<file path="config.mk">
export PLATFORM = sky130hd
export DESIGN_NAME = uart_rx
export DESIGN_NICKNAME = d
export VERILOG_FILES = /design/src/rtl/uart_rx.sv
export SDC_FILE = /design/constraint.sdc
export NUM_CORES = 1
export LEC_CHECK = 0
export ABC_AREA = 1
export CORE_UTILIZATION = 50
export CTS_CLUSTER_DIAMETER = 40
export DETAILED_ROUTE_END_ITERATION = 10
export PLACE_DENSITY = 0.8
export SLEW_MARGIN = 20
export SYNTH_ARGS = -nofsm -noshare
export SYNTH_HDL_FRONTEND = slang
export SYNTH_SLANG_ARGS = --single-unit
</file>
<file path="constraint.sdc">
create_clock -name clk -period 1.95 [get_ports clk]
set_clock_uncertainty 0.1 [all_clocks]
set_input_delay 0.39 -clock clk [delete_from_list [all_inputs] [get_ports clk]]
set_output_delay 0.39 -clock clk [all_outputs]
set_load 0.1 [all_outputs]
</file>
<file path="src/rtl/uart_rx.sv">
// 8N1 UART receiver: 2-flop synchronizer, mid-bit sampling, one-cycle valid / frame_err strobes.
// Define UART_RX_PARITY_EN to add one even-parity bit between the data and the stop bit.
module uart_rx #(
  parameter int CLKS_PER_BIT = 1042,
  parameter int DATA_BITS    = 8
) (
  input  logic       clk,
  input  logic       rst_,
  input  logic       rxd,
  output logic [7:0] dout,
  output logic       valid,
  output logic       frame_err,
  output logic       parity_err,
  output logic       busy
);

  localparam logic [15:0] LAST     = 16'(CLKS_PER_BIT - 1);
  localparam logic [15:0] HALF     = 16'((CLKS_PER_BIT - 1) / 2);
  localparam logic [2:0]  BIT_LAST = 3'(DATA_BITS - 1);

  typedef enum logic [2:0] {
    S_IDLE      = 3'd0,
    S_START     = 3'd1,
    S_DATA      = 3'd2,
`ifdef UART_RX_PARITY_EN
    S_PARITY    = 3'd3,
`endif
    S_STOP      = 3'd4,
    S_WAIT_HIGH = 3'd5
  } state_t;

  state_t      state_q, state_d;
  logic        sync1_q, sync2_q;
  logic [15:0] cnt_q, cnt_d;
  logic [2:0]  bit_q, bit_d;
  logic [7:0]  shift_q, shift_d;
  logic [7:0]  dout_q, dout_d;
  logic        valid_q, valid_d;
  logic        ferr_q, ferr_d;
  logic        rxs;
  logic        cnt_last;

  assign rxs      = sync2_q;
  assign cnt_last = (cnt_q == LAST);

`ifdef UART_RX_PARITY_EN
  logic par_bad_q, par_bad_d;
  logic perr_q, perr_d;
`endif

  always_ff @(posedge clk or negedge rst_) begin
    if (!rst_) begin
      sync1_q   <= 1'b1;
      sync2_q   <= 1'b1;
      state_q   <= S_IDLE;
      cnt_q     <= '0;
      bit_q     <= '0;
      shift_q   <= '0;
      dout_q    <= '0;
      valid_q   <= 1'b0;
      ferr_q    <= 1'b0;
`ifdef UART_RX_PARITY_EN
      par_bad_q <= 1'b0;
      perr_q    <= 1'b0;
`endif
    end else begin
      sync1_q   <= rxd;
      sync2_q   <= sync1_q;
      state_q   <= state_d;
      cnt_q     <= cnt_d;
      bit_q     <= bit_d;
      shift_q   <= shift_d;
      dout_q    <= dout_d;
      valid_q   <= valid_d;
      ferr_q    <= ferr_d;
`ifdef UART_RX_PARITY_EN
      par_bad_q <= par_bad_d;
      perr_q    <= perr_d;
`endif
    end
  end

  always_comb begin
    state_d   = state_q;
    cnt_d     = cnt_q;
    bit_d     = bit_q;
    shift_d   = shift_q;
    dout_d    = dout_q;
    valid_d   = 1'b0;
    ferr_d    = 1'b0;
`ifdef UART_RX_PARITY_EN
    par_bad_d = par_bad_q;
    perr_d    = 1'b0;
`endif
    case (state_q)
      S_IDLE: begin
        if (!rxs) begin
          state_d = S_START;
          cnt_d   = '0;
        end
      end
      S_START: begin
        // Re-check the line at mid start bit to reject glitches.
        if (cnt_q == HALF) begin
          cnt_d   = '0;
          bit_d   = '0;
          state_d = rxs ? S_IDLE : S_DATA;
        end else begin
          cnt_d = cnt_q + 16'd1;
        end
      end
      S_DATA: begin
        if (cnt_last) begin
          shift_d = {rxs, shift_q[7:1]};
          cnt_d   = '0;
          bit_d   = bit_q + 3'd1;
          if (bit_q == BIT_LAST) begin
`ifdef UART_RX_PARITY_EN
            state_d = S_PARITY;
`else
            state_d = S_STOP;
`endif
          end
        end else begin
          cnt_d = cnt_q + 16'd1;
        end
      end
`ifdef UART_RX_PARITY_EN
      S_PARITY: begin
        if (cnt_last) begin
          par_bad_d = ^{shift_q, rxs};
          cnt_d     = '0;
          state_d   = S_STOP;
        end else begin
          cnt_d = cnt_q + 16'd1;
        end
      end
`endif
      S_STOP: begin
        // Leaving at mid stop bit leaves half a bit to catch a back-to-back start edge.
        if (cnt_last) begin
          cnt_d = '0;
          if (rxs) begin
            dout_d  = shift_q;
            valid_d = 1'b1;
`ifdef UART_RX_PARITY_EN
            perr_d  = par_bad_q;
`endif
            state_d = S_IDLE;
          end else begin
            ferr_d  = 1'b1;
            state_d = S_WAIT_HIGH;
          end
        end else begin
          cnt_d = cnt_q + 16'd1;
        end
      end
      S_WAIT_HIGH: begin
        if (rxs) state_d = S_IDLE;
      end
      default: state_d = S_IDLE;
    endcase
  end

  assign dout      = dout_q;
  assign valid     = valid_q;
  assign frame_err = ferr_q;
  assign busy      = (state_q != S_IDLE);
`ifdef UART_RX_PARITY_EN
  assign parity_err = perr_q;
`else
  assign parity_err = 1'b0;
`endif

endmodule

</file>
==> results.py <==
metrics = {
    "synthesis": {
        "async_reset_ff_frac": 1.00,
        "synth_area_sq_um": 2400,
        "ys_ff_latch": 42,
        "synth_cells": 289,
        "synth_top_cell_area_share": 0.416,
        "synth_edf_count": 0,
        "synth_commonest_cells": "73 x nand2_1, 40 x dfrtp_1, 34 x nor2_1",
        "synth.net_count": 298,
        "synth_area_leaders": "dfrtp_1 42%, nand2_1 11%, o21ai_2 5.8%, nor2_1 5.3%, inv_1 4.8%",
        "synth.most_common_cell": "nand2_1",
        "synthFlopType": "dfrtp_1",
        "synthDistinctLibCells": 28,
        "synth_top_cell_by_area": "dfrtp_1",
        "yosysSeqAreaShare": 0.438,
        "yosysWarnings": 0,
        "syn_avg_cell_area_sq_um": 8.32,
    },
    "clock_tree": {
        "clkLatencyLatePin_ps": 300,
        "cts-htree-levels": 2,
        "clockBufferDepth": 2,
        "cts_made_buffers": 5,
        "cts_num_sinks": 42,
        "clkTransAtPathRegs_ps": 90,
        "cts-root-buf": "clkbuf_8",
        "cts_tree": "done",
    },
    "floorplan": {
        "die_area_sq_um": 5090,
        "die_h_microns": 71.3,
        "core_sq_um": 4470,
        "io_pins": 15,
        "rows": 24,
        "die_w_microns": 71.3,
        "start_util": 0.537,
    },
    "placed_design": {
        "place_inst": 353,
        "hpwl_microns": 3310,
        "gp_congestion": 0.931,
        "io_buffers": 13,
    },
    "global_routing": {
        "overflow": 0,
        "grt_pass1_vias": 1745,
        "antenna_found_initial": 0,
        "grt_pass1_wl_microns": 7760,
        "grt_use_total": 0.196,
        "grt_max_degree": 20,
    },
    "routing": {
        "drc_errors": 3,
        "dr.pass1.iters": 7,
        "wl_per_cell_microns": 12.4,
        "num_vias": 1876,
        "ant_nets": 0,
        "drt_wl_total_microns": 4490,
        "viasPerCell": 5.17,
        "dr.first_iter.drc_count": 102,
    },
    "timing": {
        "maxClockFrequency_ghz": 0.562,
        "worstMarginPinSlew_ps": 555,
        "fin_crit_ps": 1780,
        "setup_viol": 0,
        "final_hold_viol_count": 0,
        "slew_headroom": 0.627,
        "drv_slew": 0,
        "fin_crit_sh": 0.912,
        "tns_ps": 0,
    },
    "run_status": {
        "status": "complete, but fails checks",
        "violations": "design-rule violations",
    },
    "power_and_ir_drop": {
        "finalPower_uw": 1480,
        "powerDensity_nw_per_um2": 526,
        "leakagePower_uw": 0.00132,
        "vdd_drop_max_uv": 371,
    },
    "layout": {
        "syn_to_final_growth_pct": 17.2,
        "n_antenna_cell": 0,
        "nFillCells": 347,
        "layout.nets": 319,
        "finalNonFillerCells": 363,
        "drive_above_1_share": 0.241,
    },
    "min_path": {
        "worstHoldPathType": "flop to flop",
    },
    "critical_path": {
        "arrival_ps": 1290,
        "setup.worst_path.end_class": "primary output",
        "required_ps": 1460,
        "crit_path_start_kind": "flop",
        "path_class": "flop to primary output",
        "critPathMaxFanout": 4,
    },
    "run": {
        "drv_cap": 0,
    },
}
==> path summary, 6_finish.rpt <==
check,end,cells after the start,slack (ps),from
max,busy,3,170,state_q[0]
min,rxs,0,260,sync1_q
max reg2reg,cnt_q[3],9,170,cnt_q[0]
min reg2reg,rxs,0,260,sync1_q
max in group asynchronous,sync1_q,3,700,rst_
min in group asynchronous,valid,2,450,rst_
==> per-layer routing <==
layer,track usage,vias up,part of all wire
li1,-,943,-
met1,0.274,872,0.48
met3,0.0408,5,0.044
met4,0.0778,0,0.019
met2,0.302,56,0.45
met5,0,-,0
==> critical path, stage by stage (launching register included) <==
cell,delay (ps)
dfrtp_1,450
nor2_1,190
nand2_1,150
buf_12,190
==> state kept, by name, indices dropped and copies added (netlist names) <==
signal     flops
cnt_q         16
dout           8
shift_q        8
bit_q          3
state_q        3
frame_err      1
rxs            1
sync1_q        1
valid          1
==> cell type report <==
cell class                      count  area [sq um]  area share
Clock inverter                      3          21.3     0.00755
Sequential cell                    42          1050       0.374
Timing Repair Buffer               18           288       0.102
Multi-Input combinational cell    206          1180       0.418
Tap cell                           52          65.1      0.0231
Inverter                           37           141      0.0502
Clock buffer                        5          68.8      0.0244
==> per-stage QoR <==
step	cell area (sq um)	util	hold slack, ps	setup WS [ps]
after CTS	2790	0.622	265	154
after global routing	2820	0.629	269	-5.95
after floorplan	2400	-	-5.59	238
after global placement	2690	0.600	246	238
final	2820	0.629	263	172
after detailed placement	2690	0.600	250	158
==> where the power goes <==
part	leakage (uW)	switching (uW)	internal, uW
sequential	0.000565	2.00	874
clock	0.0000441	320	252
combinational	0.000712	27.0	6.91
total	0.00132	349	1130
==> cells by family (layout without fill, tap and decap cells) <==
kind of cell / Yosys count / after routing / share of synthesized area
other: 1 / 1 / 0.00156
flip-flops: 42 / 42 / 0.438
AND/OR/NAND/NOR: 163 / 163 / 0.334
AO/OA/AOI/OAI: 25 / 25 / 0.0796
adder cells (fa/ha/maj): 6 / 6 / 0.0312
XOR/XNOR: 11 / 11 / 0.0401
buffers and inverters: 41 / 63 / 0.0750
==> cell usage in the layout, fill, tap and decap left out, types with 3 or more instances in the layout <==
cell type / n
clkbuf_8: 5
inv_2: 5
buf_12: 12
buf_4: 3
nand2_4: 3
dfrtp_1: 40
nand4_1: 6
nor2_1: 34
nand2_2: 7
ha_1: 6
inv_1: 31
xnor2_1: 3
xor2_1: 8
nor3_1: 4
o21ai_0: 6
nand3_1: 17
nand2_1: 73
o21ai_2: 16
nor2_4: 4
nor2_2: 9
==> repair_timing <==
| action | CTS | global route |
|---|---|---|
| endpoints found under the hold margin | 17 | 0 |
| hold buffers | 1 | 0 |
| resized for setup | 0 | 2 |
| buffers inserted | 0 | 1 |
| endpoints found under the setup margin | 0 | 5 |
No activity file was read; power rests on OpenSTA's default activity.
